**config.mk**
```make
export PLATFORM = sky130hd
export DESIGN_NAME = i2s_codec_target_flat
export DESIGN_NICKNAME = d
export VERILOG_FILES = /design/src/rtl/i2s_codec_target_if.sv /design/src/rtl/i2s_codec_target.sv /design/src/flat_wrapper.sv
export SDC_FILE = /design/constraint.sdc
export NUM_CORES = 1
export LEC_CHECK = 0
export ABC_AREA = 1
export BUFFER_PORTS_ARGS = -buffer_cell sky130_fd_sc_hd__buf_2
export CELL_PAD_IN_SITES_DETAIL_PLACEMENT = 1
export CELL_PAD_IN_SITES_GLOBAL_PLACEMENT = 1
export CORE_ASPECT_RATIO = 2
export CORE_MARGIN = 3
export CORE_UTILIZATION = 37
export DETAILED_ROUTE_END_ITERATION = 6
export GPL_ROUTABILITY_DRIVEN = 0
export PLACE_DENSITY = 0.8
export SLEW_MARGIN = 10
export SYNTH_ARGS = -nofsm -noshare
export SYNTH_HDL_FRONTEND = slang
export SYNTH_SLANG_ARGS = --single-unit
```
**constraint.sdc**
```tcl
create_clock -name clk -period 1.8 [get_ports clk]
set_input_delay 0.27 -clock clk [delete_from_list [all_inputs] [get_ports clk]]
set_output_delay 0.27 -clock clk [all_outputs]
set_load 0.1 [all_outputs]
```
**src/rtl/i2s_codec_target_if.sv**
```systemverilog
// I2S codec target bus: serial link pins plus the parallel RX/TX word side.
//   i2s_rstn/sclk/lrclk/sdin : link inputs from the I2S master
//   i2s_sdout                : return serial data to the master
//   rx_data/rx_vld/rx_err    : received word, per-channel valid pulse, short-slot pulse
//   tx_data0/tx_data1/tx_ack : per-channel TX words and their load acknowledges
interface i2s_codec_target_if #(
  parameter int unsigned WIDTH = 24
);
  logic             i2s_rstn;
  logic             i2s_sclk;
  logic             i2s_lrclk;
  logic             i2s_sdin;
  logic             i2s_sdout;
  logic [WIDTH-1:0] rx_data;
  logic [1:0]       rx_vld;
  logic             rx_err;
  logic [WIDTH-1:0] tx_data0;
  logic [WIDTH-1:0] tx_data1;
  logic [1:0]       tx_ack;

  // Master side: drives the link and supplies TX words.
  modport master (
    output i2s_rstn, i2s_sclk, i2s_lrclk, i2s_sdin, tx_data0, tx_data1,
    input  i2s_sdout, rx_data, rx_vld, rx_err, tx_ack
  );

  // Codec target side.
  modport slave (
    input  i2s_rstn, i2s_sclk, i2s_lrclk, i2s_sdin, tx_data0, tx_data1,
    output i2s_sdout, rx_data, rx_vld, rx_err, tx_ack
  );
endinterface

```
**src/rtl/i2s_codec_target.sv**
```systemverilog
// I2S codec target: oversamples an externally clocked I2S link on clk,
// deserialises one word per channel slot and serialises return audio.
//   clk  : system clock, at least 8x sclk
//   rst  : asynchronous active-low reset
//   bus  : i2s_codec_target_if.slave (link pins, rx word/pulses, tx words/acks)
module i2s_codec_target #(
  parameter int unsigned WIDTH = 24
) (
  input  logic                clk,
  input  logic                rst,
  i2s_codec_target_if.slave   bus
);

  localparam int unsigned CW = $clog2(WIDTH + 1);
  localparam logic [CW-1:0] FULL = CW'(WIDTH);

  typedef enum logic {ST_IDLE, ST_SLOT} state_t;

  state_t           r_state;
  logic [2:0]       r_sclk_s;
  logic [2:0]       r_lr_s;
  logic [2:0]       r_sd_s;
  logic [2:0]       r_rstn_s;
  logic             r_prev_lr;
  logic [CW-1:0]    r_bit_cnt;
  logic [WIDTH-1:0] r_rx_shift;
  logic [WIDTH-1:0] r_tx_shift;
  logic [WIDTH-1:0] r_rx_data;
  logic [1:0]       r_rx_vld;
  logic             r_rx_err;
  logic [1:0]       r_tx_ack;
  logic             r_sdout;

  logic             w_rise;
  logic             w_fall;
  logic             w_lr;
  logic             w_sd;
  logic             w_link_up;
  logic             w_room;
  logic             w_full_end;
  logic [WIDTH-1:0] w_rx_word;
  logic [WIDTH-1:0] w_tx_word;

  // Two synchroniser stages ([0],[1]) plus a history stage ([2]) per link input.
  always_ff @(posedge clk or negedge rst) begin
    if (!rst) begin
      r_sclk_s <= '0;
      r_lr_s   <= '0;
      r_sd_s   <= '0;
      r_rstn_s <= '0;
    end else begin
      r_sclk_s <= {r_sclk_s[1:0], bus.i2s_sclk};
      r_lr_s   <= {r_lr_s[1:0],   bus.i2s_lrclk};
      r_sd_s   <= {r_sd_s[1:0],   bus.i2s_sdin};
      r_rstn_s <= {r_rstn_s[1:0], bus.i2s_rstn};
    end
  end

  assign w_rise    = r_sclk_s[1] & ~r_sclk_s[2];
  assign w_fall    = ~r_sclk_s[1] & r_sclk_s[2];
  assign w_lr      = r_lr_s[1];
  assign w_sd      = r_sd_s[1];
  assign w_link_up = r_rstn_s[1];
  assign w_room    = (r_bit_cnt < FULL);
  // Slot-end word includes the boundary bit when there is still room for it.
  assign w_rx_word = w_room ? {r_rx_shift[WIDTH-2:0], w_sd} : r_rx_shift;
  // Final count (stored bits plus boundary bit) reaches WIDTH.
  assign w_full_end = (r_bit_cnt >= (FULL - CW'(1)));
  assign w_tx_word = w_lr ? bus.tx_data1 : bus.tx_data0;

  // Slot FSM with RX deserialiser, TX serialiser and registered pulses.
  always_ff @(posedge clk or negedge rst) begin
    if (!rst) begin
      r_state    <= ST_IDLE;
      r_prev_lr  <= 1'b0;
      r_bit_cnt  <= '0;
      r_rx_shift <= '0;
      r_tx_shift <= '0;
      r_rx_data  <= '0;
      r_rx_vld   <= '0;
      r_rx_err   <= 1'b0;
      r_tx_ack   <= '0;
      r_sdout    <= 1'b0;
    end else begin
      r_rx_vld <= '0;
      r_rx_err <= 1'b0;
      r_tx_ack <= '0;

      // Channel history keeps tracking even while idle or held in link reset.
      if (w_rise) begin
        r_prev_lr <= w_lr;
      end

      if (!w_link_up) begin
        r_state   <= ST_IDLE;
        r_sdout   <= 1'b0;
        r_bit_cnt <= '0;
      end else begin
        case (r_state)
          ST_IDLE: begin
            r_sdout <= 1'b0;
            // First channel change aligns us; the partial slot before it is dropped.
            if (w_rise && (w_lr != r_prev_lr)) begin
              r_tx_shift     <= w_tx_word;
              r_tx_ack[w_lr] <= 1'b1;
              r_bit_cnt      <= '0;
              r_state        <= ST_SLOT;
            end
          end
          ST_SLOT: begin
            if (w_rise) begin
              if (w_room) begin
                r_rx_shift <= {r_rx_shift[WIDTH-2:0], w_sd};
              end
              if (w_lr != r_prev_lr) begin
                // Boundary rise: close the ending slot and start the next one.
                if (w_full_end) begin
                  r_rx_data           <= w_rx_word;
                  r_rx_vld[r_prev_lr] <= 1'b1;
                end else begin
                  r_rx_err <= 1'b1;
                end
                r_tx_shift     <= w_tx_word;
                r_tx_ack[w_lr] <= 1'b1;
                r_bit_cnt      <= '0;
              end else if (w_room) begin
                r_bit_cnt <= r_bit_cnt + CW'(1);
              end
            end else if (w_fall) begin
              r_sdout    <= r_tx_shift[WIDTH-1];
              r_tx_shift <= {r_tx_shift[WIDTH-2:0], 1'b0};
            end
          end
          default: r_state <= ST_IDLE;
        endcase
      end
    end
  end

  assign bus.i2s_sdout = r_sdout;
  assign bus.rx_data   = r_rx_data;
  assign bus.rx_vld    = r_rx_vld;
  assign bus.rx_err    = r_rx_err;
  assign bus.tx_ack    = r_tx_ack;

endmodule
```
**src/flat_wrapper.sv**
```systemverilog
// flat-port wrapper written by rule: the top's interface ports become plain ports
module i2s_codec_target_flat 
#(
  parameter int unsigned WIDTH = 24
)
  (clk, rst, bus_i2s_rstn, bus_i2s_sclk, bus_i2s_lrclk, bus_i2s_sdin, bus_tx_data0, bus_tx_data1, bus_i2s_sdout, bus_rx_data, bus_rx_vld, bus_rx_err, bus_tx_ack);
  i2s_codec_target_if #(.WIDTH(WIDTH)) bus_i ();
  input  logic clk;
  input  logic rst;
  input wire logic [$bits(bus_i.i2s_rstn)-1:0] bus_i2s_rstn;
  input wire logic [$bits(bus_i.i2s_sclk)-1:0] bus_i2s_sclk;
  input wire logic [$bits(bus_i.i2s_lrclk)-1:0] bus_i2s_lrclk;
  input wire logic [$bits(bus_i.i2s_sdin)-1:0] bus_i2s_sdin;
  input wire logic [$bits(bus_i.tx_data0)-1:0] bus_tx_data0;
  input wire logic [$bits(bus_i.tx_data1)-1:0] bus_tx_data1;
  output wire logic [$bits(bus_i.i2s_sdout)-1:0] bus_i2s_sdout;
  output wire logic [$bits(bus_i.rx_data)-1:0] bus_rx_data;
  output wire logic [$bits(bus_i.rx_vld)-1:0] bus_rx_vld;
  output wire logic [$bits(bus_i.rx_err)-1:0] bus_rx_err;
  output wire logic [$bits(bus_i.tx_ack)-1:0] bus_tx_ack;
  assign bus_i.i2s_rstn = bus_i2s_rstn;
  assign bus_i.i2s_sclk = bus_i2s_sclk;
  assign bus_i.i2s_lrclk = bus_i2s_lrclk;
  assign bus_i.i2s_sdin = bus_i2s_sdin;
  assign bus_i.tx_data0 = bus_tx_data0;
  assign bus_i.tx_data1 = bus_tx_data1;
  assign bus_i2s_sdout = bus_i.i2s_sdout;
  assign bus_rx_data = bus_i.rx_data;
  assign bus_rx_vld = bus_i.rx_vld;
  assign bus_rx_err = bus_i.rx_err;
  assign bus_tx_ack = bus_i.tx_ack;
  i2s_codec_target #(.WIDTH(WIDTH)) u_core (.clk(clk), .rst(rst), .bus(bus_i));
endmodule
```
==> results.json, run 1 <==
{
  "insertion_delay_ns": 0.34,
  "tightest_slew_ns": 0.4952,
  "finalSetupViolCount": 0,
  "syn_area_um2": 4508,
  "worstSetupStartpoint": "u_core.r_prev_lr",
  "io_buffers": 83,
  "hp-class": "in2reg",
  "overflow": 0,
  "start_util": 0.3807,
  "numCtsBuffers": 9,
  "seq_power_share": 0.477,
  "chipWidth_um": 84.05,
  "dieHeight_um": 162.1,
  "nets": 715,
  "path_clk_slew_ns": 0.07,
  "switching_share": 0.2652,
  "reg2reg_depth": 8,
  "hold_start": "bus_i2s_sdin",
  "crit_required_ns": 2.04,
  "worstSetupPathType": "reg2reg",
  "power.density_nw_per_um2": 955.0,
  "critPathMaxFanout": 24,
  "place_area_um2": 5086,
  "drtIter0Drc": 106,
  "fin_skew_ns": 0.006114,
  "intPower_uw": 3857,
  "grt_pass1_vias": 4218,
  "yosysWarnings": 0,
  "syn-mean-instance-area_um2": 7.813,
  "ios": 84,
  "peakVddDrop_mv": 0.5291,
  "power_switching_uw": 1392,
  "outcome": "completed",
  "r2r-end": "u_core.r_tx_shift[20]",
  "slew_headroom": 0.6721,
  "nFillCells": 1497,
  "power_frac_comb": 0.132,
  "totalWireLength_um": 11170,
  "finish.utilization": 0.4642,
  "yosysSeqAreaShare": 0.5218,
  "tritoncts": "done",
  "clk_path_buf_depth": 2,
  "dp_hpwl_um": 8231,
  "critPathCapture": "u_core.r_tx_shift[20]",
  "seqCellArea_um2": 2352,
  "cp_slowest_stage_delay_ns": 0.40,
  "crit_path_top_delay_cell": "dfrtp_1",
  "cpMostUsedCell": "inv_2",
  "clockPowerShare": 0.391,
  "slew_viol_final": 0,
  "cts-root-buf": "clkbuf_16",
  "finalCritPeriodShare": 0.9397,
  "antenna_found_initial": 0,
  "ys_types": 24,
  "hold_viol_final": 0,
  "leakagePower_uw": 0.002897,
  "wl_per_cell_um": 13.86,
  "track_usage": 0.1684,
  "tns_ns": 0,
  "die_area_um2": 13620,
  "drc": 0,
  "p_total_uw": 5249,
  "cts.sinks": 94,
  "r2r_slack_ns": 0.11,
  "final_area_um2": 5497,
  "cap_violations": 0,
  "postSynthCellCount": 577,
  "end_kind": "register",
  "num_rows": 56,
  "synth_fp_nets": 636,
  "drt_pass1_iterations": 4,
  "vias_per_cell": 4.944,
  "synth_seq_cells": 94,
  "ant_nets": 0,
  "cp.arrival_ns": 1.94,
  "syn_to_final_growth_pct": 21.93,
  "clock.fmax_mhz": 591.2,
  "critical_path.cell_chain": "inv_2, ha_4, inv_2, nand2_1, o21ai_2, o21ai_4, buf_12, o21ai_0",
  "startpoint_type": "register",
  "r2r-start": "u_core.r_prev_lr",
  "post-route-min-period_ns": 1.692,
  "drive_above_1_share": 0.1906,
  "grt_pass1_wl_um": 18900,
  "multiInputGateArea_um2": 1754,
  "antenna_cells": 0,
  "grt_start_max_net_pins": 49,
  "core_region_area_um2": 11840,
  "ctsHtreeMaxLevel": 3,
  "vias": 3985
}
[layout make-up]
cell class / instances / area share
clock buffer: 9 / 0.04097
clock inverter: 7 / 0.01798
inverter: 64 / 0.04371
multi-input combinational: 387 / 0.3191
sequential: 94 / 0.4280
tap: 145 / 0.03301
timing repair buffer: 100 / 0.1172
[stage by stage]
step	worst slack (ns)	hold WS, ns	cells
6_report	0.1085	0.03262	806
5_1_grt	-0.02141	0.01940	806
4_1_cts	0.007487	0.02114	803
3_5_place_dp	-0.009967	0.2088	786
3_3_place_gp	0.1006	0.2098	786
2_1_floorplan	0.1419	-0.02559	577
[worst min-delay path by stage]
stage,end,slack (ns),cells past startpoint
finish,u_core.r_sd_s[0],0.03,1
global route,u_core.r_sd_s[0],0.02,1
global placement,u_core.r_rx_shift[10],0.21,1
CTS,u_core.r_sd_s[0],0.02,1
floorplan,u_core.bus.i2s_sdout,-0.03,0
detailed placement,u_core.r_rx_shift[9],0.21,1
[cells by family (layout without fill, tap and decap cells)]
| kind of cell | count (synthesis) | after routing | synth area share |
|---|---|---|---|
| buf+inv | 96 | 180 | 0.09631 |
| fa+ha+maj | 5 | 5 | 0.01388 |
| flops | 94 | 94 | 0.5218 |
| simple gates | 273 | 273 | 0.2420 |
| compound gates | 109 | 109 | 0.1260 |
[cells in the final DEF, fill, tap and decap left out, types with 2 or more instances in the layout]
cell type	instances
nand2_1	206
dfrtp_1	94
buf_2	82
o21ai_0	73
inv_1	60
nor2_1	31
nand3_1	30
a21oi_1	26
clkbuf_16	10
buf_4	9
buf_12	6
o21ai_1	4
inv_2	3
ha_1	3
clkinv_4	3
a21boi_0	2
nor3_1	2
ha_4	2
bufinv_16	2
[power by group through the flow]
stage	Sequential (µW)	Combinational [µW]	Clock, µW
2_1_floorplan	2510	435	0
3_3_place_gp	2520	624	0
3_5_place_dp	2530	676	0
4_1_cts	2500	681	2090
5_1_grt	2530	819	2180
6_report	2500	693	2050
[cells in the mapped netlist (all sizes together)]
library cell / count / share of area
nor2: 32 / 0.028
nand3: 31 / 0.037
a21boi: 2 / 0.0033
nand2: 207 / 0.17
a31oi: 1 / 0.0028
nor3: 2 / 0.0022
and3: 1 / 0.0014
o21ai: 79 / 0.089
inv: 63 / 0.052
o21a: 1 / 0.0017
a21oi: 26 / 0.029
dfrtp: 94 / 0.52
buf: 24 / 0.036
clkbuf: 8 / 0.0067
ha: 5 / 0.014
clkinv: 1 / 0.00083
[per-layer routing]
metal | routed length, µm | vias to the layer above | part of all wire | global-route usage
met5 | 0 | - | 0 | 0
met4 | 139 | 0 | 0.012 | 0.05490
met3 | 382 | 12 | 0.034 | 0.02538
met2 | 6462 | 82 | 0.58 | 0.3281
met1 | 4189 | 1939 | 0.37 | 0.1805
li1 | - | 1952 | - | -
[state kept, by name, summed over array words and instances, names as in the netlist, 2 cells and up]
name,flops
u_core.r_rstn_s,2
u_core.r_sclk_s,3
u_core.r_rx_shift,24
u_core.bus.rx_data,24
u_core.r_tx_shift,24
u_core.r_sd_s,2
u_core.bus.tx_ack,2
u_core.r_bit_cnt,5
u_core.r_lr_s,2
u_core.bus.rx_vld,2
[timing repair]
action                     4_1_cts  5_1_grt
pin swaps                        0        1
hold buffers                     1        0
setup endpoints to repair       25       27
gates cloned                     0        1
buffers inserted                 0        2
hold endpoints to repair        24        0
resized for setup                2        5
[worst max-delay path, delay by kind of cell, from the launching register on]
family	cells	cell delay, ns
AO/OA/AOI/OAI	3	0.55
adder cells (fa/ha/maj)	1	0.23
buffers and inverters	3	0.34
flip-flops	1	0.40
AND/OR/NAND/NOR	1	0.06
Note: power is estimated with default switching activity, not from simulation.
==> run 2, diff against run 1 <==
--- a/config.mk
+++ b/config.mk
@@ -15,6 +15,7 @@
 export DETAILED_ROUTE_END_ITERATION = 6
 export GPL_ROUTABILITY_DRIVEN = 0
 export PLACE_DENSITY = 0.8
+export REMOVE_ABC_BUFFERS = 1
 export SLEW_MARGIN = 10
 export SYNTH_ARGS = -nofsm -noshare
 export SYNTH_HDL_FRONTEND = slang
==> results.json, run 2 (synthesis gave the netlist of run 1 again) <==
{
  "outcome": "completed",
  "dp_slack_ns": -0.002197,
  "slew_viol_final": 0,
  "critPathMaxFanout": 12,
  "ctsHtreeMaxLevel": 3,
  "nets": 716,
  "cts-root-buf": "clkbuf_16",
  "hold_viol_final": 0,
  "final_cell_mix": "nand2_1 (206), dfrtp_1 (94), buf_2 (82)",
  "critical_path.cell_chain": "inv_2, ha_4, inv_2, nand2_1, o21ai_2, o21ai_4, clkbuf_16, nand2_1, o21ai_0",
  "antenna_cells": 0,
  "hp-class": "in2reg",
  "hold_path_depth": 1,
  "ant_nets": 0,
  "finalSetupViolCount": 0,
  "totalWireLength_um": 11450,
  "drc": 0,
  "ios": 84,
  "fin_skew_ns": 0.008076,
  "cp.depth": 9,
  "drt_pass1_iterations": 4,
  "dieHeight_um": 162.1,
  "finalCritPeriodShare": 0.9521,
  "path_delay_family": "compound AO/OA/AOI/OAI gates",
  "io_buffers": 83,
  "start_util": 0.3807,
  "end_kind": "register",
  "leakagePower_uw": 0.002905,
  "drtIter0Drc": 166,
  "worstSetupPathType": "reg2reg",
  "slew_headroom": 0.6747,
  "num_rows": 56,
  "grt_pass1_vias": 4172,
  "vias": 3956,
  "worst_hold_slack_ns": 0.03727,
  "grt_pass1_wl_um": 18860,
  "chipWidth_um": 84.05,
  "numCtsBuffers": 9,
  "vias_per_cell": 4.902,
  "drive_above_1_share": 0.1934,
  "cts.sinks": 94,
  "startpoint_type": "register",
  "overflow": 0,
  "post-route-min-period_ns": 1.714,
  "antenna_found_initial": 0,
  "tritoncts": "done",
  "peakVddDrop_mv": 0.4379,
  "reg2reg_depth": 9,
  "setup_slack_ns": 0.08617,
  "core_region_area_um2": 11840,
  "cp_num_buf_inv": 3,
  "insertion_delay_ns": 0.34,
  "cp_slowest_stage_delay_ns": 0.40,
  "crit_required_ns": 2.01,
  "cap_violations": 0,
  "final_common_cell": "nand2_1",
  "path_clk_slew_ns": 0.06,
  "crit_path_top_delay_cell": "dfrtp_1",
  "grt_start_max_net_pins": 49,
  "die_area_um2": 13620,
  "tightest_slew_ns": 0.4913,
  "syn_to_final_growth_pct": 22.54,
  "clock.fmax_mhz": 583.5,
  "cp.arrival_ns": 1.93,
  "power.density_nw_per_um2": 954.4,
  "wl_per_cell_um": 14.19,
  "tns_ns": 0,
  "track_usage": 0.1666,
  "dp_hpwl_um": 8031,
  "clk_path_buf_depth": 2
}
run 2: cell count changes in the layout (fill, tap and decap cells not counted), sizes merged:
cell and change:
inv +1, clkinv -3, clkinvlp +2, clkbuf +1
run 2: layout make-up:
| type | instances | area, µm² |
|---|---|---|
| multi-input cells | 387 | 1754 |
| fillers | 1510 | 6317 |
| flip-flops and latches | 94 | 2352 |
| clock inverters | 7 | 97.59 |
| inverters | 64 | 244.0 |
| well taps | 145 | 181.4 |
| clock buffers | 9 | 225.2 |
| repair buffers | 101 | 669.4 |
run 2: where the power goes:
group	switching, µW	total (µW)	leakage [µW]	internal (µW)
Clock	827	2050	0.000152	1220
Sequential	147	2500	0.00125	2350
Combinational	426	722	0.00150	296
run 2: path summary, 6_finish.rpt:
check	end	slack [ns]	from
hold / removal	u_core.r_rstn_s[0]	0.04	bus_i2s_rstn
hold reg to reg	u_core.r_rstn_s[1]	0.35	u_core.r_rstn_s[0]
setup / recovery	u_core.r_tx_shift[1]	0.09	u_core.r_prev_lr
max in group asynchronous	u_core.r_tx_shift[20]	0.85	rst
min in group asynchronous	u_core.r_rx_shift[14]	0.38	rst
setup reg to reg	u_core.r_tx_shift[1]	0.09	u_core.r_prev_lr
run 2: what timing repair did:
item                       4_1_cts  5_1_grt
buffers inserted                 0        3
pin swaps                        0        1
hold endpoints to repair        23        0
setup endpoints to repair       13       55
cloned                           0        3
hold buffers                     1        0
resized for setup                1        7
run 2: through the flow:
step                cells  instance area (µm²)  utilization  power [µW]
floorplan             545                 4314            -        2913
global placement      784                 5071       0.4283        3143
detailed placement    784                 5071       0.4283        3210
CTS                   801                 5406       0.4566        5280
global route          807                 5524       0.4665        5547
finish                807                 5524       0.4665        5272
run 2: layer usage:
metal | wire [µm] | up-vias | global-route usage
met3 | 424 | 16 | 0.02640
met4 | 172 | 0 | 0.05051
met2 | 6360 | 87 | 0.3140
met1 | 4491 | 1896 | 0.1893
met5 | 0 | - | 0
li1 | - | 1957 | -
